### src/rtl/fractal_pixel_sequencer_if.sv
// Mapper and frame-buffer buses of fractal_pixel_sequencer.
// PIX_W follows PIXEL_RGB565_EN: 16 when defined, 24 otherwise.
interface fractal_pixel_sequencer_if #(
   parameter int ADDR_W = 19,
`ifdef PIXEL_RGB565_EN
   parameter int PIX_W  = 16
`else
   parameter int PIX_W  = 24
`endif
);
   logic              map_draw;
   logic [9:0]        map_x;
   logic [9:0]        map_y;
   logic              map_done;
   logic [7:0]        map_r;
   logic [7:0]        map_g;
   logic [7:0]        map_b;
   logic              fb_req;
   logic [ADDR_W-1:0] fb_addr;
   logic [PIX_W-1:0]  fb_data;
   logic              fb_ack;

   modport master (
      output map_draw, map_x, map_y, fb_req, fb_addr, fb_data,
      input  map_done, map_r, map_g, map_b, fb_ack
   );

   modport slave (
      input  map_draw, map_x, map_y, fb_req, fb_addr, fb_data,
      output map_done, map_r, map_g, map_b, fb_ack
   );
endinterface

### src/rtl/fractal_pixel_sequencer.sv
// Raster-order pixel sequencer: mapper draw/done handshake, write FIFO, fb req/ack.
// PIXEL_RGB565_EN selects RGB565 packing at push time; default stores full RGB888.
module fractal_pixel_sequencer #(
   parameter int H_RES        = 640,
   parameter int V_RES        = 480,
   parameter int FIFO_DEPTH   = 4,
   parameter int ADDR_W       = 19,
   parameter int DONE_TIMEOUT = 255
) (
   input  logic clk,
   input  logic reset,
   input  logic start,
   output logic busy,
   output logic frame_done,
   output logic timeout_err,
   fractal_pixel_sequencer_if.master bus
);
`ifdef PIXEL_RGB565_EN
   localparam int PIX_W = 16;
`else
   localparam int PIX_W = 24;
`endif
   localparam int PTR_W = $clog2(FIFO_DEPTH);
   localparam int ENT_W = ADDR_W + PIX_W;
   localparam int TW    = $clog2(DONE_TIMEOUT + 1);
   localparam logic [9:0]    X_LAST = 10'(H_RES - 1);
   localparam logic [9:0]    Y_LAST = 10'(V_RES - 1);
   localparam logic [TW-1:0] T_MAX  = TW'(DONE_TIMEOUT);

   typedef enum logic [2:0] {
      S_IDLE, S_ISSUE, S_WAIT, S_CAP, S_RELEASE, S_NEXT, S_DRAIN
   } state_t;

   state_t            state, state_next;
   logic [9:0]        x, y;
   logic [ADDR_W-1:0] addr;
   logic [TW-1:0]     tcnt;
   logic [PIX_W-1:0]  cap_pix, pix_in;
   logic [ENT_W-1:0]  mem [FIFO_DEPTH];
   logic [PTR_W:0]    wr_ptr, rd_ptr;
   logic [ENT_W-1:0]  head;
   logic              empty, full, push, pop;

`ifdef PIXEL_RGB565_EN
   assign pix_in = {bus.map_r[7:3], bus.map_g[7:2], bus.map_b[7:3]};
`else
   assign pix_in = {bus.map_r, bus.map_g, bus.map_b};
`endif

   assign empty = (wr_ptr == rd_ptr);
   assign full  = (wr_ptr[PTR_W] != rd_ptr[PTR_W]) &&
                  (wr_ptr[PTR_W-1:0] == rd_ptr[PTR_W-1:0]);
   assign pop   = !empty && bus.fb_ack;
   assign head  = mem[rd_ptr[PTR_W-1:0]];

   assign bus.fb_req  = !empty;
   assign bus.fb_addr = head[ENT_W-1 -: ADDR_W];
   assign bus.fb_data = head[PIX_W-1:0];
   assign bus.map_x   = x;
   assign bus.map_y   = y;
   assign busy        = (state != S_IDLE);

   always_ff @(posedge clk or posedge reset) begin
      if (reset) state <= S_IDLE;
      else       state <= state_next;
   end

   always_comb begin
      state_next   = state;
      bus.map_draw = 1'b0;
      push         = 1'b0;
      frame_done   = 1'b0;
      case (state)
         S_IDLE:    if (start) state_next = S_ISSUE;
         S_ISSUE: begin
            bus.map_draw = 1'b1;
            state_next   = S_WAIT;
         end
         S_WAIT: begin
            bus.map_draw = 1'b1;
            if (bus.map_done || tcnt == T_MAX) state_next = S_CAP;
         end
         // A full FIFO may still accept the push when its head pops this cycle.
         S_CAP: begin
            bus.map_draw = 1'b1;
            if (!full || pop) begin
               push       = 1'b1;
               state_next = S_RELEASE;
            end
         end
         S_RELEASE: if (!bus.map_done) state_next = S_NEXT;
         S_NEXT:    state_next = (x == X_LAST && y == Y_LAST) ? S_DRAIN : S_ISSUE;
         S_DRAIN: begin
            if (empty) begin
               frame_done = 1'b1;
               state_next = S_IDLE;
            end
         end
         default:   state_next = S_IDLE;
      endcase
   end

   always_ff @(posedge clk or posedge reset) begin
      if (reset) begin
         x           <= '0;
         y           <= '0;
         addr        <= '0;
         tcnt        <= '0;
         cap_pix     <= '0;
         timeout_err <= 1'b0;
      end else begin
         case (state)
            S_IDLE: begin
               if (start) begin
                  x           <= '0;
                  y           <= '0;
                  addr        <= '0;
                  timeout_err <= 1'b0;
               end
            end
            S_ISSUE: tcnt <= '0;
            S_WAIT: begin
               tcnt <= tcnt + 1'b1;
               if (bus.map_done) begin
                  cap_pix <= pix_in;
               end else if (tcnt == T_MAX) begin
                  cap_pix     <= '0;
                  timeout_err <= 1'b1;
               end
            end
            // Raster walk doubles as the incremental y*H_RES+x address.
            S_NEXT: begin
               if (x == X_LAST && y == Y_LAST) begin
                  x    <= '0;
                  y    <= '0;
                  addr <= '0;
               end else begin
                  addr <= addr + 1'b1;
                  if (x == X_LAST) begin
                     x <= '0;
                     y <= y + 1'b1;
                  end else begin
                     x <= x + 1'b1;
                  end
               end
            end
            default: ;
         endcase
      end
   end

   always_ff @(posedge clk or posedge reset) begin
      if (reset) begin
         wr_ptr <= '0;
         rd_ptr <= '0;
         for (int unsigned i = 0; i < unsigned'(FIFO_DEPTH); i++) mem[i] <= '0;
      end else begin
         if (push) begin
            mem[wr_ptr[PTR_W-1:0]] <= {addr, cap_pix};
            wr_ptr                 <= wr_ptr + 1'b1;
         end
         if (pop) rd_ptr <= rd_ptr + 1'b1;
      end
   end
endmodule

### src/flat_wrapper.sv
// flat-port wrapper written by rule: the top's interface ports become plain ports
module fractal_pixel_sequencer_flat 
#(
   parameter int H_RES        = 640,
   parameter int V_RES        = 480,
   parameter int FIFO_DEPTH   = 4,
   parameter int ADDR_W       = 19,
   parameter int DONE_TIMEOUT = 255
)
  (clk, reset, start, busy, frame_done, timeout_err, bus_map_draw, bus_map_x, bus_map_y, bus_fb_req, bus_fb_addr, bus_fb_data, bus_map_done, bus_map_r, bus_map_g, bus_map_b, bus_fb_ack);
  fractal_pixel_sequencer_if #(.ADDR_W(ADDR_W), .PIX_W((24))) bus_i ();
  input  logic clk;
  input  logic reset;
  input  logic start;
  output logic busy;
  output logic frame_done;
  output logic timeout_err;
  output wire logic [$bits(bus_i.map_draw)-1:0] bus_map_draw;
  output wire logic [$bits(bus_i.map_x)-1:0] bus_map_x;
  output wire logic [$bits(bus_i.map_y)-1:0] bus_map_y;
  output wire logic [$bits(bus_i.fb_req)-1:0] bus_fb_req;
  output wire logic [$bits(bus_i.fb_addr)-1:0] bus_fb_addr;
  output wire logic [$bits(bus_i.fb_data)-1:0] bus_fb_data;
  input wire logic [$bits(bus_i.map_done)-1:0] bus_map_done;
  input wire logic [$bits(bus_i.map_r)-1:0] bus_map_r;
  input wire logic [$bits(bus_i.map_g)-1:0] bus_map_g;
  input wire logic [$bits(bus_i.map_b)-1:0] bus_map_b;
  input wire logic [$bits(bus_i.fb_ack)-1:0] bus_fb_ack;
  assign bus_map_draw = bus_i.map_draw;
  assign bus_map_x = bus_i.map_x;
  assign bus_map_y = bus_i.map_y;
  assign bus_fb_req = bus_i.fb_req;
  assign bus_fb_addr = bus_i.fb_addr;
  assign bus_fb_data = bus_i.fb_data;
  assign bus_i.map_done = bus_map_done;
  assign bus_i.map_r = bus_map_r;
  assign bus_i.map_g = bus_map_g;
  assign bus_i.map_b = bus_map_b;
  assign bus_i.fb_ack = bus_fb_ack;
  fractal_pixel_sequencer #(.H_RES(H_RES), .V_RES(V_RES), .FIFO_DEPTH(FIFO_DEPTH), .ADDR_W(ADDR_W), .DONE_TIMEOUT(DONE_TIMEOUT)) u_core (.clk(clk), .reset(reset), .start(start), .busy(busy), .frame_done(frame_done), .timeout_err(timeout_err), .bus(bus_i));
endmodule
### config.mk
export PLATFORM = sky130hd
export DESIGN_NAME = fractal_pixel_sequencer_flat
export DESIGN_NICKNAME = d
export VERILOG_FILES = /design/src/rtl/fractal_pixel_sequencer_if.sv /design/src/rtl/fractal_pixel_sequencer.sv /design/src/flat_wrapper.sv
export SDC_FILE = /design/constraint.sdc
export NUM_CORES = 1
export LEC_CHECK = 0
export BUFFER_PORTS_ARGS = -buffer_cell sky130_fd_sc_hd__buf_2
export CAP_MARGIN = 10
export CORE_UTILIZATION = 55
export CTS_CLUSTER_SIZE = 12
export DETAILED_ROUTE_END_ITERATION = 10
export GPL_TIMING_DRIVEN = 0
export HOLD_SLACK_MARGIN = 0.03
export PLACE_DENSITY = 0.74
export SKIP_CTS_REPAIR_TIMING = 1
export SLEW_MARGIN = 20
export SYNTH_ARGS = -nofsm -noshare
export SYNTH_HDL_FRONTEND = slang
export SYNTH_SLANG_ARGS = --single-unit
### constraint.sdc
create_clock -name clk -period 8.3 [get_ports clk]
set_input_delay 0 -clock clk [delete_from_list [all_inputs] [get_ports clk]]
set_output_delay 0 -clock clk [all_outputs]
set_load 0.005 [all_outputs]
# Word level (Yosys, flattened, before mapping)
# Index checks and enable logic that the tools add are counted.
[totals]
reg_bits = 253
latch_bits = 0
ram_bits = 0
romBits = 0
out_inout_bits = 68
elab_cells = 99
mem_count = 0
[classes]
addsub = 6
n_mul = 0
n_div = 0
order_cmp = 3
n_eq_ne = 20
shift = 0
muxes = 35
bitwise = 2
n_reduce_logical = 20
[op_table]
columns = ["cell", "count"]
rows = [
  ["bitwise mux 172 bit", 1],
  ["2-to-1 mux 43 bit", 3],
  ["binary-select mux 43 bit (select 2 bit)", 1],
  ["demux 43 bit (select 2 bit)", 1],
  ["2-to-1 mux 10 bit", 5],
  ["2-to-1 mux 24 bit", 2],
  ["one-hot mux 10 bit (2 select lines)", 2],
  ["2-to-1 mux 19 bit", 2],
  ["one-hot mux 19 bit (2 select lines)", 1],
  ["one-hot mux 3 bit (7 select lines)", 1],
  ["adder 10 x 1 -> 10 bit, second input constant", 2],
  ["adder 19 x 1 -> 19 bit, second input constant", 1],
  ["2-to-1 mux 3 bit", 6],
  ["one-hot mux 8 bit (2 select lines)", 1],
  ["== test 10 bit, second input constant", 1],
  ["== test 10 x 9 -> 1 bit, second input constant", 1],
  ["== test 3 bit, second input constant", 3],
  ["adder 8 x 1 -> 8 bit, second input constant", 1],
  ["== test 8 bit, second input constant", 1],
  ["2-to-1 mux 1 bit", 8],
  ["inequality test 2 x 1 -> 1 bit, second input constant", 4],
  ["nonzero test 2 bit", 4],
  ["adder 3 x 1 -> 3 bit, second input constant", 2],
  ["== test 3 x 2 -> 1 bit, second input constant", 2],
  ["20 further kinds", 30],
]

# Logic depth before layout (Yosys ltp)
# Gate-level depths: netlist of the first run.
[logic_depth]
ltp_word = 6
ltp_mapped = 8
depth_no_buf = 6

# Worst setup path after synthesis of the first run
# Ideal clock, no wire load.
[synth_timing]
path_type = "register -> register"
start = "reg u_core.rd_ptr[1]"
end = "reg u_core.mem[10] (netlist bit)"
setup_ps = 125
arrival_time_ps = 2014
t_required_ps = 8175
setup_slack_ps = 6161
stages_incl_launch_ff = 9
period_less_slack_ps = 2139
path_cell_list = "dfrtp_1 -> buf_6 -> xor2_2 -> or4_4 -> nor2b_4 -> buf_12 -> nand2_8 -> buf_12 -> mux2_4"
[synth_between]
elab_chain_cells = 6
[synth_lines]
columns = ["element", "line", "rtl"]
rows = [
  ["start, declared", "fractal_pixel_sequencer.sv:40", "logic [PTR_W:0] wr_ptr, rd_ptr;"],
  ["start signal, assigned", "fractal_pixel_sequencer.sv:162", "if (pop) rd_ptr <= rd_ptr + 1'b1;"],
  ["== test 3 bit / == test 2 bit (equally long branches)", "fractal_pixel_sequencer.sv:50, fractal_pixel_sequencer.sv:52", ""],
  ["logical NOT 1 bit / logical AND 1 bit (equally long branches)", "fractal_pixel_sequencer.sv:53, fractal_pixel_sequencer.sv:51", ""],
  ["logical AND 1 bit / logical NOT 1 bit (equally long branches)", "fractal_pixel_sequencer.sv:53, fractal_pixel_sequencer.sv:86", ""],
  ["logical OR 1 bit *", "fractal_pixel_sequencer.sv:86", "if (!full || pop) begin"],
  ["2-to-1 mux 1 bit *", "fractal_pixel_sequencer.sv:86", ""],
  ["2-to-1 mux 1 bit *", "fractal_pixel_sequencer.sv:73", "case (state)"],
  ["end signal, assigned by index", "fractal_pixel_sequencer.sv:159", "mem[wr_ptr[PTR_W-1:0]] <= {addr, cap_pix};"],
  ["end, declared", "fractal_pixel_sequencer.sv:39", "logic [ENT_W-1:0] mem [FIFO_DEPTH];"],
]
# Every way passes the cells marked *; elsewhere a longest branch is shown, timed or not.
# A chain may end at the register's enable or synchronous reset.

# Worst setup path after layout of the first run
[layout_timing]
start = "reg u_core.rd_ptr[0]"
end = "out bus_fb_data[11]"
[layout_between]
elab_chain_cells = 4
[layout_lines]
columns = ["element", "line", "rtl"]
rows = [
  ["NOT 2 -> 3 bit (implied by the code)", "fractal_pixel_sequencer.sv:54", "assign head = mem[rd_ptr[PTR_W-1:0]];"],
  ["binary-select mux 43 bit (select 2 bit)", "fractal_pixel_sequencer.sv:54", ""],
  ["2-to-1 mux 43 bit (implied by the code) (2 in series)", "fractal_pixel_sequencer.sv:54", ""],
  ["end, declared", "flat_wrapper.sv:23", "output wire logic [$bits(bus_i.fb_data)-1:0] bus_fb_data;"],
]
# Every way passes these cells. The select of a mux whose other input is x is not followed.

==> impl_results.md, run 1 <==
* Syn nets at roughly 860
* Total chip power at 4.704 mW
* Mapped Area at 0.01228 sq mm
* Final Hold Fails at 0
* Setup WS post-layout at approximately 5300 ps
* Setup crit end kind: primary output
* CTS tree: done
* Met3 routed WL at 1031 um
* DP Worst Slack at 5717 ps
* ANT cells at 0
* Synth warnings at 0
* Gpl congestion at 0.8266
* Logic pwr share at a little over a third
* RSZ-0062 raised after global routing: no
* Io pins at 97
* Int Power at 3.249 mW
* Gr ovfl total at 0
* VDD IR max at 0.1567 mV
* Largest cells by area after synthesis: dfrtp_1 52%, mux2_4 19%, mux4_2 6.8%
* Starting Density at 56.26%
* Register area share after synthesis at between 50% and 60%
* Post-synth top flop: dfrtp_1
* I/O Buffers at 96
* GR Util All Layers at 22.44%
* Number of global-route vias before repair at ~7500
* Dpl cells at ~1200
* Post-synth cell types at 53
* Sw frac at 30.94%
* Core Area at 0.02182 sq mm
* Wire length per cell at 19.61 um
* Root Buffer Master: clkbuf_16
* Slew @ Worst Pin at 1061 ps
* Die height at 151.4 um
* Post-layout nets at 1014
* First-pass GRT wire length at 40190 um
* Pwr dens at 328.8 mW/mm^2
* DRT met1 WL at 11850 um
* Mean Syn Cell Area at between 10 and 15 sq um
* Clock skew at 11.17 ps
* Final wirelength at 25020 um
* Ys async rst share at 100.0%
* CTS Sinks at between 200 and 300
* Pin count of the biggest net entering global routing at 88
* Reg clk slew, reported paths at 60 ps
* Kind of critical path: flop to primary output
* Rows at 54
* Post-route insts no fill at 1276
* Final ANT Viol Nets at 0
* Startpoint Class: flop
* Initial antenna violation count at 1
* Clock group share of total power at about 24%
* Vias per cell at 5.741
* Data arrival, critical path at 3020 ps
* Die width at 151.4 um
* Share of power burned in registers at between 40% and 50%
* Fmax at 0.3309 GHz
* Post-synth EDFFs at 0
* Switch Pwr at between 1 and 1.5 mW
* Tmin final at 3022 ps
* TritonCTS buffer count at 27
* Outcome: finished clean
* FF+latch count, synth at 253
* Worst min path class: input pin to async pin
* Final worst-path cycle share at 36.41%
* Met2 WL post-DR at 11720 um
* Cell area after layout at 0.01431 sq mm
* Post-synth top area share at about 52%
* Post-Place Cell Area at 0.01317 sq mm
* MaxCap Viol Count at 0
* Max-slew violations at 0
* Lkg Pwr at 7.209 nW
* Die Area at 0.02292 sq mm
* Routed via count at approximately 7300
* Area grow syn2layout at 16.54%
* Crit path max fanout at 10
* Post-DP HPWL at 16000 um
* Slew headroom at between 20% and 30%
* Max clock buf depth at 3
* Share of cells above drive strength 1 at between 30% and 40%
* Clock Latency Late Sink at 530 ps
* Critical Path RT at 8300 ps
* Final Setup Violations at 0
* First-pass DRT Iterations at 4
* Synth area leader: dfrtp_1
* Mapped Cells at 820
* H-Tree Depth at 1
* Drt drc at 0
* Top layer in use: met4
* Initial DRC count at 309
[worst paths after layout]
path | end | from | cells past startpoint | slack, ps
min in group clk | u_core.cap_pix[4]$_DFFE_PP0P_ | bus_map_b[4] | 3 | 220
max in group asynchronous | u_core.mem[46]$_DFFE_PP0P_ | reset | 5 | 6970
hold / removal | u_core.mem[115]$_DFFE_PP0P_ | reset | 3 | 100
setup / recovery | bus_fb_data[11] | u_core.rd_ptr[0]$_DFFE_PP0P_ | 5 | 5280
hold reg to reg | u_core.tcnt[6]$_DFFE_PP0P_ | u_core.tcnt[6]$_DFFE_PP0P_ | 1 | 490
setup reg to reg | u_core.addr[18]$_DFFE_PP0P_ | u_core.bus.map_x[0]$_DFFE_PP0P_ | 8 | 5670
[cells by family after synthesis]
| family | synth area share [%] |
|---|---|
| buf+inv | 4.230 |
| fa+ha+maj | 0.9173 |
| flops | 51.57 |
| simple gates | 6.533 |
| mux | 29.23 |
| compound gates | 6.176 |
| xor+xnor | 1.345 |
[layer usage]
layer / GRT usage (%) / up-vias
met5: 0 / -
met4: 6.300 / 0
met3: 3.494 / 36
met2: 34.45 / 143
met1: 33.13 / 3809
li1: - / 3338
[cells in the final DEF, fill, tap and decap left out, types with 16 or more instances in the layout]
master | synthesis | final
a22o_1 | 30 | 30
nand3_1 | 22 | 22
nand2_1 | 46 | 46
clkbuf_16 | 0 | 27
buf_12 | 17 | 17
nor2_1 | 17 | 17
buf_2 | 4 | 100
o21ai_0 | 40 | 40
a31oi_1 | 16 | 16
dlygate4sd3_1 | 0 | 29
clkbuf_1 | 23 | 33
mux4_2 | 37 | 37
dfrtp_1 | 253 | 253
mux2_4 | 159 | 159
mux2_2 | 16 | 16
[worst max-delay path, cell delays in order, from the launching register on]
cell,delay [ps]
dfrtp_1,340
buf_4,230
buf_1,700
clkbuf_1,640
mux4_2,420
buf_2,140
[power by group through the flow]
stage | logic (mW) | clock network (mW) | registers, mW
4_1_cts | 1.68 | 1.17 | 1.89
5_1_grt | 1.80 | 1.21 | 1.94
2_1_floorplan | 1.29 | 0 | 1.81
6_report | 1.67 | 1.15 | 1.89
3_3_place_gp | 1.63 | 0 | 1.89
3_5_place_dp | 1.67 | 0 | 1.90
[registers in the layout, summed over array words and instances, names as in the netlist]
register and count:
u_core.addr 19, u_core.bus.map_x 10, u_core.bus.map_y 10, u_core.cap_pix 24
u_core.mem 172, u_core.rd_ptr 3, u_core.state 3, u_core.tcnt 8
u_core.timeout_err 1, u_core.wr_ptr 3
[metrics by stage]
stage | TNS, ps | hold slack (ps) | util [%]
2_1_floorplan | 0 | 84.95 | -
3_3_place_gp | -354510 | 212.4 | 60.06
3_5_place_dp | 0 | 133.6 | 60.35
4_1_cts | 0 | -425.2 | 64.23
5_1_grt | 0 | 153.8 | 65.56
6_report | 0 | 102.6 | 65.56
[synthesized netlist by cell type, types with 10 or more instances]
cell,number
xor2_1,11
a21oi_1,10
mux2_4,159
nand2_1,46
mux2_2,16
a22o_1,30
mux4_2,37
nor2_1,17
a31oi_1,16
buf_12,17
o21ai_0,40
dfrtp_1,253
clkbuf_1,23
nand3_1,22
and3_1,11
[area by class of cell]
| cell class | count | area [sq um] |
|---|---|---|
| plain buffers | 52 | 489.2 |
| flip-flops and latches | 253 | 6331 |
| well taps | 280 | 350.3 |
| inverters | 8 | 37.54 |
| multi-input cells | 507 | 5426 |
| fillers | 1588 | 7516 |
| clock buffers | 45 | 823.3 |
| repair buffers | 127 | 825.8 |
| clock inverters | 4 | 23.77 |
Power figures use the tool's default switching activity.
==> run 2, diff against run 1 <==
--- a/config.mk
+++ b/config.mk
@@ -5,14 +5,15 @@
 export SDC_FILE = /design/constraint.sdc
 export NUM_CORES = 1
 export LEC_CHECK = 0
+export ABC_AREA = 1
 export BUFFER_PORTS_ARGS = -buffer_cell sky130_fd_sc_hd__buf_2
 export CAP_MARGIN = 10
-export CORE_UTILIZATION = 55
+export CORE_UTILIZATION = 54
 export CTS_CLUSTER_SIZE = 12
 export DETAILED_ROUTE_END_ITERATION = 10
 export GPL_TIMING_DRIVEN = 0
 export HOLD_SLACK_MARGIN = 0.03
-export PLACE_DENSITY = 0.74
+export PLACE_DENSITY = 0.76
 export SKIP_CTS_REPAIR_TIMING = 1
 export SLEW_MARGIN = 20
 export SYNTH_ARGS = -nofsm -noshare
==> constraint.sdc (replaced) <==
create_clock -name clk -period 2.6 [get_ports clk]
set_input_delay 0 -clock clk [delete_from_list [all_inputs] [get_ports clk]]
set_output_delay 0 -clock clk [all_outputs]
set_load 0.005 [all_outputs]
==> impl_results.md, run 2 <==
* Outcome: finished clean
* Kind of critical path: flop to primary output
* GR Util All Layers at 29.23%
* Max clock buf depth at 3
* Lkg Pwr at 6.314 nW
* Buffers plus inverters on the worst setup path at 3
* Synth area leader: dfrtp_1
* Largest register FFs at 172
* Slowest-stage cell, CP: dfrtp_1
* Hold Path End: u_core.cap_pix[19]$_DFFE_PP0P_
* CP top delay family: buffers and inverters
* Drt drc at 0
* Post-Place Cell Area at 0.01299 sq mm
* Initial antenna violation count at 0
* Slew headroom at 57.58%
* Worst r2r path cells at 10
* Setup WS post-layout at 96.34 ps
* Post-synth top area share at between 50 and 60%
* Crit path depth at 5
* Syn nets at 1415
* Slowest Stage Delay on Critical Path at 530 ps
* Top cells by count, synth: 307 x nand2_1, 253 x dfrtp_1, 164 x o21a_1, 130 x nor2_1, 122 x o21ai_0
* Most frequent cell on the critical path: clkbuf_1
* Core Area at 0.02176 sq mm
* Tmin final at 2504 ps
* Final Setup Violations at 0
* Clock skew at 8.181 ps
* Starting Density at 54.94%
* Data arrival, critical path at between 2000 and 3000 ps
* Setup crit end kind: primary output
* Fmax at 0.3994 GHz
* Die width at around 150 um
* Root Buffer Master: clkbuf_16
* Io pins at 97
* CTS tree: done
* CP cell instances: clkbuf_1 > clkbuf_1 > nor2_1 > o22ai_1 > buf_2
* Final core utilization at 64.85%
* Critical Path RT at ~2600 ps
* Gr ovfl total at 0
* Synth warnings at 0
* I/O Buffers at 95
* Slew @ Worst Pin at 636.2 ps
* Reg2reg end: u_core.mem[114]$_DFFE_PP0P_
* Number of global-route vias before repair at 10100
* Post-DP HPWL at 21860 um
* VDD IR max at approximately 0.60 mV
* Final ANT Viol Nets at 0
* CTS Sinks at approximately 250
* Max-slew violations at 0
* Die height at 150.8 um
* TritonCTS buffer count at 27
* Wire length per cell at 17.80 um
* Clock Latency Late Sink at 530 ps
* Crit path max fanout at 10
* Initial DRC count at 651
* Vias per cell at 5.733
* Most frequent cells in the layout: 307 x nand2_1, 253 x dfrtp_1, 164 x o21a_1
* Ys async rst share at 100.0%
* Area grow syn2layout at 18.04%
* Hold_sp: bus_map_done
* Post-synth top flop: dfrtp_1
* R2r setup slk at 410 ps
* Startpoint Class: flop
* Worst min path class: input pin to flop
* Register area share after synthesis at 52.97%
* # fillers at 1801
* Commonest non-fill, non-tap cell in the layout: nand2_1
* DP Worst Slack at 495.2 ps
* Die Area at ~0.023 sq mm
* Post-synth cell types at 33
* Post-layout nets at 1575
* First-pass GRT wire length at between 50000 and 60000 um
* Final wirelength at 32650 um
* ANT cells at 0
* Most common cell in the netlist: nand2_1
* H-Tree Depth at 1
* Post-synth EDFFs at 0
* Largest cells by area after synthesis: dfrtp_1 53%, o21a_1 10%, nand2_1 9.6%
* Rows at 54
* FF+latch count, synth at approximately 250
* Cell area after layout at 0.01411 sq mm
* Pwr dens at 1165 mW/mm^2
* WHS Path Cells at 3
* Final worst-path cycle share at 96.29%
* Reg clk slew, reported paths at 60 ps
* Share of cells above drive strength 1 at 13.06%
* Mapped Area at ~0.012 sq mm
* MaxCap Viol Count at 0
* Register name with the most flops: u_core.mem
* Multi-input logic area at 0.004863 sq mm
* Final Hold Fails at 0
* First-pass DRT Iterations at 5
* Routed via count at 10514
* Pin count of the biggest net entering global routing at 35
* Register Area at about 0.0063 sq mm
* Mapped Cells at 1377
* Largest regs: u_core.mem (172), u_core.cap_pix (24), u_core.addr (19)
* Mean Syn Cell Area at around 8.7 sq um
* Gpl congestion at just under 0.9
* Worst r2r src: u_core.rd_ptr[0]$_DFFE_PP0P_
run 2: cells by family after synthesis:
| logic type | after synthesis | synth area share, % |
|---|---|---|
| flops | 253 | 52.97 |
| fa+ha+maj | 9 | 0.9421 |
| buf+inv | 177 | 6.343 |
| simple gates | 540 | 18.41 |
| compound gates | 380 | 20.01 |
| xor+xnor | 18 | 1.319 |
run 2: per-stage QoR:
step	hold WS (ps)	cells	total power, mW	setup TNS (ps)
CTS	-486.7	1807	16.39	-77.97
global route	59.24	1834	17.49	-9.032
detailed placement	65.86	1761	12.61	0
global placement	243.1	1752	12.38	-570700
floorplan	150.1	1377	10.37	-184600
finish	38.32	1834	16.43	0
run 2: power by group:
part	total, mW	internal, mW	switching [mW]
Sequential	6.38	5.53	0.856
Clock	3.74	2.20	1.55
Combinational	6.30	2.64	3.67
Total	16.4	10.4	6.07
run 2: per-layer routing:
| metal | track usage [%] | up-vias | routed length (um) |
|---|---|---|---|
| met2 | 49.06 | 367 | 15940 |
| met3 | 3.855 | 53 | 2178 |
| met5 | 0 | - | 0 |
| met1 | 39.20 | 5188 | 13830 |
| li1 | - | 4906 | - |
| met4 | 9.750 | 0 | 701 |
run 2: worst max path at each step:
stage,startpoint,to,slack (ps)
global route,u_core.rd_ptr[0]$_DFFE_PP0P_,bus_fb_data[17],-9
floorplan,reset,u_core.addr[0]$_DFFE_PP0P_,-730
detailed placement,u_core.rd_ptr[0]$_DFFE_PP0P_,u_core.mem[114]$_DFFE_PP0P_,500
CTS,u_core.rd_ptr[0]$_DFFE_PP0P_,bus_fb_data[7],-40
global placement,reset,u_core.bus.map_x[8]$_DFFE_PP0P_,-2280
finish,u_core.rd_ptr[0]$_DFFE_PP0P_,bus_fb_data[17],100
run 2: worst min-delay path, cell delays in order:
cell and delay (ps):
clkbuf_1 260, nand3_1 160, o21ai_0 80
run 2: layout make-up:
class | count | share of cell area (%)
clock inverters | 4 | 0.3193
inverters | 97 | 2.625
plain buffers | 80 | 2.820
flip-flops and latches | 253 | 44.87
clock buffers | 42 | 5.685
multi-input cells | 947 | 34.47
repair buffers | 131 | 6.722
well taps | 280 | 2.483
==> run 3, diff against run 2 <==
--- a/config.mk
+++ b/config.mk
@@ -5,7 +5,6 @@
 export SDC_FILE = /design/constraint.sdc
 export NUM_CORES = 1
 export LEC_CHECK = 0
-export ABC_AREA = 1
 export BUFFER_PORTS_ARGS = -buffer_cell sky130_fd_sc_hd__buf_2
 export CAP_MARGIN = 10
 export CORE_UTILIZATION = 54
==> impl_results.md, run 3 (same netlist as run 1, synthesis figures left out) <==
* Post-DP HPWL at between 15000 and 20000 um
* Outcome: finished with violations
* First-pass DRT Iterations at 7
* Routed via count at 7443
* Commonest non-fill, non-tap cell in the layout: dfrtp_1
* CP cell instances: buf_4 > buf_2 > clkbuf_2 > mux4_1 > buf_2
* Crit path max fanout at 10
* Die height at approximately 150 um
* Pwr dens at 1064 mW/mm^2
* Final ANT Viol Nets at 0
* Max-slew violations at 0
* ANT cells at 0
* Largest regs: u_core.mem (172), u_core.cap_pix (24), u_core.addr (19)
* Most frequent cell on the critical path: buf_2
* Cell area after layout at 0.01454 sq mm
* Post-Place Cell Area at 0.01328 sq mm
* Max clock buf depth at 3
* Dpl cells at 1204
* Starting Density at 55.74%
* Io pins at 97
* Share of cells above drive strength 1 at 40.72%
* R2r setup slk at about 210 ps
* Final core utilization at between 60% and 70%
* Drt drc at 5
* Setup crit end kind: primary output
* Wire length per cell at 19.92 um
* Post-layout nets at 1021
* Slowest-stage cell, CP: buf_2
* Reg clk slew, reported paths at about 60 ps
* Worst min path class: input pin to async pin
* Final wirelength at 25540 um
* TritonCTS buffer count at 28
* Fmax at 0.4086 GHz
* Final Hold Fails at 0
* Lkg Pwr at 7.338 nW
* VDD IR max at 0.5448 mV
* Vias per cell at 5.806
* Final worst-path cycle share at 94.13%
* Final Setup Violations at 0
* Core Area at 0.02203 sq mm
* Initial antenna violation count at 0
* Root Buffer Master: clkbuf_16
* Slew @ Worst Pin at 871.7 ps
* CP top delay family: buffers and inverters
* Kind of critical path: flop to primary output
* Multi-input logic area at 0.005434 sq mm
* Gr ovfl total at 0
* I/O Buffers at 96
* CTS tree: done
* Clock skew at 8.765 ps
* Largest register FFs at 172
* Initial DRC count at 304
* # fillers at 1568
* GR Util All Layers at 22.94%
* Critical Path RT at ~2600 ps
* Most frequent cells in the layout: 253 x dfrtp_1, 159 x mux2_4, 101 x buf_2
* Register name with the most flops: u_core.mem
* Startpoint Class: flop
* Pin count of the biggest net entering global routing at 35
* Clock Latency Late Sink at 530 ps
* CTS Sinks at 253
* First-pass GRT wire length at 42840 um
* Slew headroom at ~41%
* Final TNS setup at 0 ps
* Failing checks: DRC
* Tmin final at between 2000 and 2500 ps
* Die width at around 150 um
* H-Tree Depth at 1
* Die Area at between 0.02 and 0.025 sq mm
* MaxCap Viol Count at 0
* Buffers plus inverters on the worst setup path at 4
* Post-route insts no fill at 1282
* RSZ-0062 raised after global routing: no
* Number of global-route vias before repair at 7724
* Register Area at 0.006331 sq mm
* Rows at between 50 and 60
* Area grow syn2layout at 18.44%
* Data arrival, critical path at 2450 ps
* Slowest Stage Delay on Critical Path at 410 ps
* Gpl congestion at 0.8063
## run 3: power breakdown
part | switching [mW] | internal, mW | total (mW) | leakage, nW
logic | 2.24 | 3.13 | 5.36 | 3.51
clock network | 1.58 | 2.47 | 4.05 | 0.471
registers | 0.916 | 5.13 | 6.05 | 3.36
total | 4.74 | 10.7 | 15.5 | 7.34
## run 3: worst register-to-register path, cell delays in order (launching register included)
cell           delay, ps
dfrtp_1              410
nor2b_1              340
and2_1               180
clkbuf_1             260
nand2_1              160
nor4_1               230
a2bb2oi_1            190
dlygate4sd3_1        570
## run 3: final cells by class
cell class | count | share of cell area (%)
Buffer | 52 | 3.442
Clock buffer | 42 | 5.946
Clock inverter | 7 | 0.6024
Inverter | 8 | 0.2323
Multi-Input combinational cell | 507 | 37.37
Sequential cell | 253 | 43.54
Tap cell | 280 | 2.409
Timing Repair Buffer | 133 | 6.454
## run 3: metrics by stage
step                      setup slack (ps)  hold slack [ps]  power [mW]
after floorplan                     -729.7            84.95       9.877
after global placement               -2155            210.7       11.22
after detailed placement             10.89            92.68       11.44
after CTS                           -478.4           -469.9       15.53
after global routing                 26.48            120.7       16.29
final                                152.6            82.21       15.47
## run 3: path summary, 6_finish.rpt
| check | startpoint | end | depth (start not counted) |
|---|---|---|---|
| max reg2reg | u_core.state[0]$_DFFE_PP0P_ | u_core.timeout_err$_DFFE_PP0P_ | 7 |
| min reg2reg | u_core.tcnt[6]$_DFFE_PP0P_ | u_core.tcnt[6]$_DFFE_PP0P_ | 1 |
| min | reset | u_core.mem[160]$_DFFE_PP0P_ | 3 |
| min in group clk | bus_map_b[7] | u_core.cap_pix[7]$_DFFE_PP0P_ | 3 |
| max | u_core.rd_ptr[0]$_DFFE_PP0P_ | bus_fb_data[4] | 5 |
| max in group asynchronous | reset | u_core.mem[132]$_DFFE_PP0P_ | 6 |
## run 3: routing by layer
metal	track usage, %	wire length (um)
met1	33.07	11900
met2	36.37	11990
met3	3.754	1152
met4	6.013	503
met5	0	0
